[src/rtl/frac_search_pkg.sv]
// Shared constants, candidate ordering and pixel-interpolation helpers for frac_search_unit.
// FRAC_SEARCH_DIAG_EN selects the 9-candidate (diagonal) build; otherwise only the 5 axial candidates exist.
package frac_search_pkg;

    localparam int PIX_W     = 8;
    localparam int ROW_PIX   = 8;
    localparam int BLK_ROWS  = 8;
    localparam int SAD_W     = 14;
    localparam int ROW_SAD_W = 11;
    localparam int ROW_W     = PIX_W * ROW_PIX;
    localparam int ROW_CNT_W = $clog2(BLK_ROWS);

    localparam logic [2:0] MV_NEG_HALF = 3'b110;
    localparam logic [2:0] MV_ZERO     = 3'b000;
    localparam logic [2:0] MV_POS_HALF = 3'b010;

    // Candidate index in decision priority order, named (dx,dy): M = -2, 0 = 0, P = +2.
    typedef enum logic [3:0] {
        CAND_00 = 4'd0,
        CAND_M0 = 4'd1,
        CAND_P0 = 4'd2,
        CAND_0M = 4'd3,
        CAND_0P = 4'd4,
        CAND_MM = 4'd5,
        CAND_PM = 4'd6,
        CAND_MP = 4'd7,
        CAND_PP = 4'd8
    } cand_e;

`ifdef FRAC_SEARCH_DIAG_EN
    localparam int NUM_CAND = 9;
    localparam int MID_LO   = 0;
    localparam int MID_HI   = 2;
`else
    localparam int NUM_CAND = 5;
    localparam int MID_LO   = 1;
    localparam int MID_HI   = 1;
`endif

    typedef logic [PIX_W-1:0] pix_t;

    // Horizontal edge replication: indices outside 0..7 clamp to the nearest edge pixel.
    function automatic pix_t get_pix(input logic [ROW_W-1:0] row, input int idx);
        int j;
        j = (idx < 0) ? 0 : ((idx > ROW_PIX - 1) ? ROW_PIX - 1 : idx);
        return row[j*PIX_W +: PIX_W];
    endfunction

    function automatic pix_t avg2(input pix_t a, input pix_t b);
        logic [PIX_W:0] s;
        s = (PIX_W+1)'(a) + (PIX_W+1)'(b) + (PIX_W+1)'(1);
        return s[PIX_W:1];
    endfunction

    function automatic pix_t avg4(input pix_t a, input pix_t b, input pix_t c, input pix_t d);
        logic [PIX_W+1:0] s;
        s = (PIX_W+2)'(a) + (PIX_W+2)'(b) + (PIX_W+2)'(c) + (PIX_W+2)'(d) + (PIX_W+2)'(2);
        return s[PIX_W+1:2];
    endfunction

    function automatic pix_t abs_diff(input pix_t a, input pix_t b);
        return (a > b) ? (a - b) : (b - a);
    endfunction

    // dxk: 0 -> dx=-2, 1 -> dx=0, 2 -> dx=+2
    function automatic logic [ROW_W-1:0] horiz_row(input logic [ROW_W-1:0] row, input int dxk);
        logic [ROW_W-1:0] res;
        res = '0;
        for (int i = 0; i < ROW_PIX; i++) begin
            case (dxk)
                0:       res[i*PIX_W +: PIX_W] = avg2(get_pix(row, i - 1), get_pix(row, i));
                2:       res[i*PIX_W +: PIX_W] = avg2(get_pix(row, i), get_pix(row, i + 1));
                default: res[i*PIX_W +: PIX_W] = get_pix(row, i);
            endcase
        end
        return res;
    endfunction

    // Vertical half-row between rows a (above) and b (below), optionally shifted half a pixel.
    function automatic logic [ROW_W-1:0] mid_row(input logic [ROW_W-1:0] a,
                                                 input logic [ROW_W-1:0] b,
                                                 input int dxk);
        logic [ROW_W-1:0] res;
        res = '0;
        for (int i = 0; i < ROW_PIX; i++) begin
            case (dxk)
                0:       res[i*PIX_W +: PIX_W] = avg4(get_pix(a, i - 1), get_pix(a, i),
                                                      get_pix(b, i - 1), get_pix(b, i));
                2:       res[i*PIX_W +: PIX_W] = avg4(get_pix(a, i), get_pix(a, i + 1),
                                                      get_pix(b, i), get_pix(b, i + 1));
                default: res[i*PIX_W +: PIX_W] = avg2(get_pix(a, i), get_pix(b, i));
            endcase
        end
        return res;
    endfunction

    function automatic logic [2:0] cand_mvx(input cand_e c);
        case (c)
            CAND_M0, CAND_MM, CAND_MP: return MV_NEG_HALF;
            CAND_P0, CAND_PM, CAND_PP: return MV_POS_HALF;
            default:                   return MV_ZERO;
        endcase
    endfunction

    function automatic logic [2:0] cand_mvy(input cand_e c);
        case (c)
            CAND_0M, CAND_MM, CAND_PM: return MV_NEG_HALF;
            CAND_0P, CAND_MP, CAND_PP: return MV_POS_HALF;
            default:                   return MV_ZERO;
        endcase
    endfunction

endpackage

[src/rtl/frac_search_unit_row_sad.sv]
// Row SAD: sum of absolute differences between 8 interpolated and 8 original pixels.
// Used by frac_search_unit; candidate count depends on FRAC_SEARCH_DIAG_EN in the top.
module frac_row_sad
    import frac_search_pkg::*;
(
    input  logic [ROW_W-1:0]     interp,
    input  logic [ROW_W-1:0]     orig,
    output logic [ROW_SAD_W-1:0] sad
);

    always_comb begin
        sad = '0;
        for (int i = 0; i < ROW_PIX; i++) begin
            sad = sad + ROW_SAD_W'(abs_diff(interp[i*PIX_W +: PIX_W], orig[i*PIX_W +: PIX_W]));
        end
    end

endmodule

[src/rtl/frac_search_unit.sv]
// Half-pel fractional refinement of an 8x8 block, one row per accepted beat, result one cycle after row 7.
// FRAC_SEARCH_DIAG_EN adds the four diagonal candidates; undefined builds only the axial five.
module frac_search_unit
    import frac_search_pkg::*;
(
    input  logic             clk,
    input  logic             reset,
    input  logic [ROW_W-1:0] filter_pix,
    input  logic [ROW_W-1:0] ref_pix,
    input  logic             input_ready,
    output logic [2:0]       mvx,
    output logic [2:0]       mvy
);

    logic [ROW_CNT_W-1:0] row_cnt;
    logic [ROW_W-1:0]     prev_f;
    logic [ROW_W-1:0]     prev_o;
    logic [ROW_W-1:0]     mid_top;
    logic                 first_row;
    logic                 last_row;
    logic                 decide;

    logic [ROW_W-1:0]     h_row  [3];
    logic [ROW_W-1:0]     m_row  [MID_LO:MID_HI];
    logic [ROW_SAD_W-1:0] sad_h  [3];
    logic [ROW_SAD_W-1:0] sad_mc [MID_LO:MID_HI];
    logic [ROW_SAD_W-1:0] sad_mp [MID_LO:MID_HI];

    logic [SAD_W-1:0]     acc     [NUM_CAND];
    logic [SAD_W-1:0]     row_add [NUM_CAND];
    cand_e                best;
    logic [SAD_W-1:0]     best_sad;

    assign first_row = (row_cnt == '0);
    assign last_row  = (row_cnt == ROW_CNT_W'(BLK_ROWS - 1));
    // Row 0 has no row above: vertical replication makes F[-1] the current row.
    assign mid_top   = first_row ? filter_pix : prev_f;

    always_comb begin
        for (int k = 0; k < 3; k++) begin
            h_row[k] = horiz_row(filter_pix, k);
        end
        for (int k = MID_LO; k <= MID_HI; k++) begin
            m_row[k] = mid_row(mid_top, filter_pix, k);
        end
    end

    for (genvar k = 0; k < 3; k++) begin : g_h
        frac_row_sad u_sad (
            .interp (h_row[k]),
            .orig   (ref_pix),
            .sad    (sad_h[k])
        );
    end

    // The half-row between F[r-1] and F[r] is dy=-2 for row r and dy=+2 for row r-1.
    for (genvar k = MID_LO; k <= MID_HI; k++) begin : g_m
        frac_row_sad u_cur (
            .interp (m_row[k]),
            .orig   (ref_pix),
            .sad    (sad_mc[k])
        );
        frac_row_sad u_prev (
            .interp (m_row[k]),
            .orig   (prev_o),
            .sad    (sad_mp[k])
        );
    end

    always_comb begin
        for (int c = 0; c < NUM_CAND; c++) begin
            row_add[c] = '0;
        end
        row_add[int'(CAND_00)] = SAD_W'(sad_h[1]);
        row_add[int'(CAND_M0)] = SAD_W'(sad_h[0]);
        row_add[int'(CAND_P0)] = SAD_W'(sad_h[2]);
        row_add[int'(CAND_0M)] = SAD_W'(sad_mc[1]);
        // Row 7 of dy=+2 sees replicated F[8]=F[7], identical to the dy=0 row-7 SAD.
        row_add[int'(CAND_0P)] = (first_row ? '0 : SAD_W'(sad_mp[1]))
                               + (last_row ? SAD_W'(sad_h[1]) : '0);
`ifdef FRAC_SEARCH_DIAG_EN
        row_add[int'(CAND_MM)] = SAD_W'(sad_mc[0]);
        row_add[int'(CAND_PM)] = SAD_W'(sad_mc[2]);
        row_add[int'(CAND_MP)] = (first_row ? '0 : SAD_W'(sad_mp[0]))
                               + (last_row ? SAD_W'(sad_h[0]) : '0);
        row_add[int'(CAND_PP)] = (first_row ? '0 : SAD_W'(sad_mp[2]))
                               + (last_row ? SAD_W'(sad_h[2]) : '0);
`endif
    end

    always_comb begin
        best     = CAND_00;
        best_sad = acc[0];
        for (int c = 1; c < NUM_CAND; c++) begin
            if (acc[c] < best_sad) begin
                best     = cand_e'(c);
                best_sad = acc[c];
            end
        end
    end

    // decide fires the cycle after row 7; a new row 0 in that same cycle overwrites acc only afterwards.
    always_ff @(posedge clk or negedge reset) begin
        if (!reset) begin
            row_cnt <= '0;
            prev_f  <= '0;
            prev_o  <= '0;
            decide  <= 1'b0;
            mvx     <= MV_ZERO;
            mvy     <= MV_ZERO;
            for (int c = 0; c < NUM_CAND; c++) begin
                acc[c] <= '0;
            end
        end else begin
            decide <= input_ready && last_row;
            if (input_ready) begin
                row_cnt <= row_cnt + 1'b1;
                prev_f  <= filter_pix;
                prev_o  <= ref_pix;
                for (int c = 0; c < NUM_CAND; c++) begin
                    acc[c] <= first_row ? row_add[c] : acc[c] + row_add[c];
                end
            end
            if (decide) begin
                mvx <= cand_mvx(best);
                mvy <= cand_mvy(best);
            end
        end
    end

endmodule

[config.mk]
export PLATFORM = sky130hd
export DESIGN_NAME = frac_search_unit
export DESIGN_NICKNAME = d
export VERILOG_FILES = /design/src/rtl/frac_search_pkg.sv /design/src/rtl/frac_search_unit_row_sad.sv /design/src/rtl/frac_search_unit.sv
export SDC_FILE = /design/constraint.sdc
export NUM_CORES = 2
export LEC_CHECK = 0
export BUFFER_PORTS_ARGS = -buffer_cell sky130_fd_sc_hd__buf_2
export CORE_ASPECT_RATIO = 0.5
export CORE_MARGIN = 2
export CORE_UTILIZATION = 55
export DETAILED_ROUTE_END_ITERATION = 10
export GPL_TIMING_DRIVEN = 0
export HOLD_SLACK_MARGIN = 0.05
export PLACE_DENSITY = 0.7
export SLEW_MARGIN = 20
export SYNTH_ARGS = -nofsm -noshare
export SYNTH_HDL_FRONTEND = slang
export SYNTH_SLANG_ARGS = --single-unit
export TNS_END_PERCENT = 10
[constraint.sdc]
create_clock -name clk -period 32.2 [get_ports clk]
set_clock_uncertainty 0.1 [all_clocks]
set_input_delay 4.83 -clock clk [delete_from_list [all_inputs] [get_ports clk]]
set_output_delay 4.83 -clock clk [all_outputs]
set_load 0.05 [all_outputs]
==> qor_table.md <==
| Quantity | Value | Unit |
| --- | --- | --- |
| Result of the run | finished clean | - |
| Setup-failing EPs final | 0 | - |
| Remaining Overflow, GRT | 0 | - |
| Port Buf Inserts | 134 | - |
| Number of buffers added by the clock tree synthesis step | 26 | - |
| Cells after DPL | 6721 | - |
| Sequential-to-total area share from yosys stat | 10.9 | % |
| Critical path peak fanout | 8 | - |
| Number of antenna violations at the first check in global routing | 10 | - |
| Crit-path most repeated cell | o21ai_0 | - |
| Time the worst path needs with I/O delays and setup | 16.21 | ns |
| Unrepaired setup endpoints after global routing | false | - |
| Final-report hold violation count | 0 | - |
| Boundary Pins | 137 | - |
| Highest Clock Rate | 0.0617 | GHz |
| Critical Setup Path Class | in2reg | - |
| Number of synthesized register bits | 206 | - |
| Setup fix buffers added after clock tree synthesis | 0 | - |
| Global router's overall resource usage | 40.0 | % |
| Die area | 88400 | um^2 |
| Post-synth ARST share | 100 | % |
| Remaining antenna violation count after routing | 0 | - |
| Warning count from the yosys run | 0 | - |
| Area Growth Syn to Fin | 6.77 | % |
| Number of cell rows | 75 | - |
| Fraction of final layout cells sized beyond drive strength 1 | 7.69 | % |
| Effective utilization at floorplan | 56.0 | % |
| Number of detailed-route iterations in the first pass | 6 | - |
| Slack of the worst reg-to-reg path | 17.04 | ns |
| Type of origin of the critical path | input port | - |
| Number of distinct library cells after synthesis | 95 | - |
| Area taken by multi-input logic gates | 39200 | um^2 |
| Reg2reg path depth | 54 | - |
| Average instance area after synthesis | 8.65 | um^2 |
| Reg-to-reg critical path startpoint | row_cnt[0] | - |
| Die W | 419 | um |
| Detail Placement HPWL | 152000 | um |
| Cell with the largest stage delay on the worst path | fa_1 | - |
| Initial DRC count | 4006 | - |
| Fill cell total of the finished layout | 7567 | - |
| Total detailed-routing wirelength | 179000 | um |
| Number of maximum-capacitance violations | 0 | - |
| Source of the critical timing path | filter_pix[9] | - |
| Filler-free cell count of the finished design | 6776 | - |
| CTS tree | yes | - |
| Maximum single-stage delay on the critical path | 0.78 | ns |
| Clock latency on the worst-skew pair | 0.64 | ns |
| H-tree depth | 1 | - |
| Critical path capture point type | flop | - |
| Hold Crit Depth | 1 | - |
| Post-synthesis instance total | 5465 | - |
| Number of global-route vias before repair | 40672 | - |
| Worst-case setup slack after placement | 15.66 | ns |
| Vias per std cell | 6.23 | - |
| Headroom to the max-slew limit | 15.6 | % |
| Launch instance of the worst min-delay path | mvx[2] | - |
| Wire length of the first global-routing pass | 261000 | um |
| Post-route fraction of the period consumed by the critical path | 50.3 | % |
| Final setup TNS | 0 | ns |
| Detailed-route DRC error count | 0 | - |
| Number of enable flip-flop cells after synthesis | 0 | - |
| Largest net degree at the start of global routing | 84 | - |
| Layout Nets | 6997 | - |
| Max Root-Sink Buffers | 3 | - |
| Destination of the worst hold path | mvx[2] | - |
| Die height | 211 | um |
| Final setup margin | 15.99 | ns |
| Master cell of the clock root buffer | clkbuf_16 | - |
| Final core area utilization | 59.7 | % |
| Worst min path class | reg2reg | - |
| Combined flip-flop and latch cell area | 5150 | um^2 |
| Worst path required time | 32.59 | ns |
| Cts-stage hold buffer count | 0 | - |
| Number of pins exceeding their max-slew limit in the final report | 0 | - |
| Post-CTS Resized | 0 | - |
| Core area | 84500 | um^2 |
| Drt wl/cell | 26.4 | um |
| Clock transition time at the flip-flop clock pins of the worst setup and hold paths | 0.06 | ns |
| Transition at the pin with the smallest max-transition slack | 1.26 | ns |
| Number of sinks driven by the clock tree | 206 | - |
| Post-Syn Area | 47300 | um^2 |
| Critical R2R Capture | acc[13] | - |
| Critical path arrival | 16.60 | ns |
| Top flip-flop cell by instance count after synthesis | dfrtp_1 | - |
| Weighted congestion reported at the end of routability-driven placement | 1.13 | - |
| Number of vias in the routed layout | 42183 | - |
-- per-layer routing --
layer | global-route usage [%] | up-vias | share of wire [%]
li1 | - | 19221 | -
met5 | 0 | - | 0.0073
met1 | 57.3 | 20763 | 45
met3 | 11.7 | 283 | 12
met2 | 58.0 | 1914 | 40
met4 | 11.1 | 2 | 3.0
-- area by class of cell --
class | count | area share (%)
inverters | 671 | 4.99
diodes | 6 | 0.0298
clock inverters | 13 | 0.382
well taps | 1116 | 2.77
multi-input cells | 4488 | 77.6
flip-flops and latches | 206 | 10.2
clock buffers | 35 | 1.48
repair buffers | 140 | 1.61
plain buffers | 101 | 0.880
-- cells in the mapped netlist, drive strengths merged (15+ instances only) --
cell type | count | area (um^2)
a21oi | 355 | 1800
a21o | 190 | 1430
inv | 671 | 2520
fa | 292 | 5850
nand3 | 66 | 330
nand2b | 65 | 407
xnor2 | 263 | 2300
nor2b | 102 | 638
nand2 | 396 | 1510
o211ai | 24 | 185
o21a | 22 | 165
a21boi | 15 | 113
mux2 | 144 | 1630
nor3 | 50 | 267
and2 | 38 | 238
a31oi | 37 | 246
or2 | 20 | 128
a211oi | 45 | 343
o21bai | 62 | 465
mux2i | 218 | 2180
nand4 | 70 | 438
nor2 | 249 | 935
dfrtp | 206 | 5150
clkbuf | 76 | 288
or3 | 17 | 106
and3 | 26 | 163
a221oi | 15 | 156
xor2 | 190 | 1660
ha | 940 | 11800
o21ai | 382 | 1930
buf | 25 | 141
-- kinds of logic (layout without fill, tap and decap cells) --
group           Yosys count  count (layout)  share of synthesized area (%)
compound gates         1302            1302                           17.5
xor+xnor                453             453                           8.40
fa+ha+maj              1232            1232                           37.3
buf+inv                 772             960                           6.24
flops                   206             206                           10.9
mux                     362             362                           8.07
other cells               1               8                        0.00794
simple gates           1137            1137                           11.6
-- flip-flops by register name, summed over array words and instances, names as in the netlist --
register  cells
acc          70
prev_f       64
prev_o       64
row_cnt       3
mvx           2
mvy           2
decide        1
-- worst max-delay path by stage --
stage / end / cells after the start / slack [ns]
floorplan: acc[11] / 45 / 17.94
global placement: acc[13] / 46 / 15.83
detailed placement: acc[13] / 47 / 15.66
CTS: acc[13] / 47 / 16.27
global route: acc[13] / 47 / 15.48
finish: acc[13] / 47 / 15.99
-- layout by cell type, fill, tap and decap left out, drive strengths merged, types with 206 or more instances in the layout --
| cell | n |
|---|---|
| a21oi | 355 |
| nand2 | 396 |
| inv | 673 |
| dfrtp | 206 |
| ha | 940 |
| o21ai | 382 |
| fa | 292 |
| nor2 | 249 |
| xnor2 | 263 |
| mux2i | 218 |
-- worst max-delay path, delay by kind of cell --
family | cells | cell delay [ns]
simple gates | 8 | 1.35
fa+ha+maj | 10 | 4.20
compound gates | 19 | 4.13
xor+xnor | 6 | 1.41
buf+inv | 4 | 0.67
-- through the flow --
step                instance area (um^2)  hold slack [ns]
global route                       50400            0.424
detailed placement                 49500            0.381
global placement                   49300            0.372
finish                             50500            0.389
floorplan                          47300            0.369
CTS                                50400            0.395
Power is left out: the tool's default activity adds up to more than one toggle a clock period on the data nets, which glitch-free logic cannot reach.
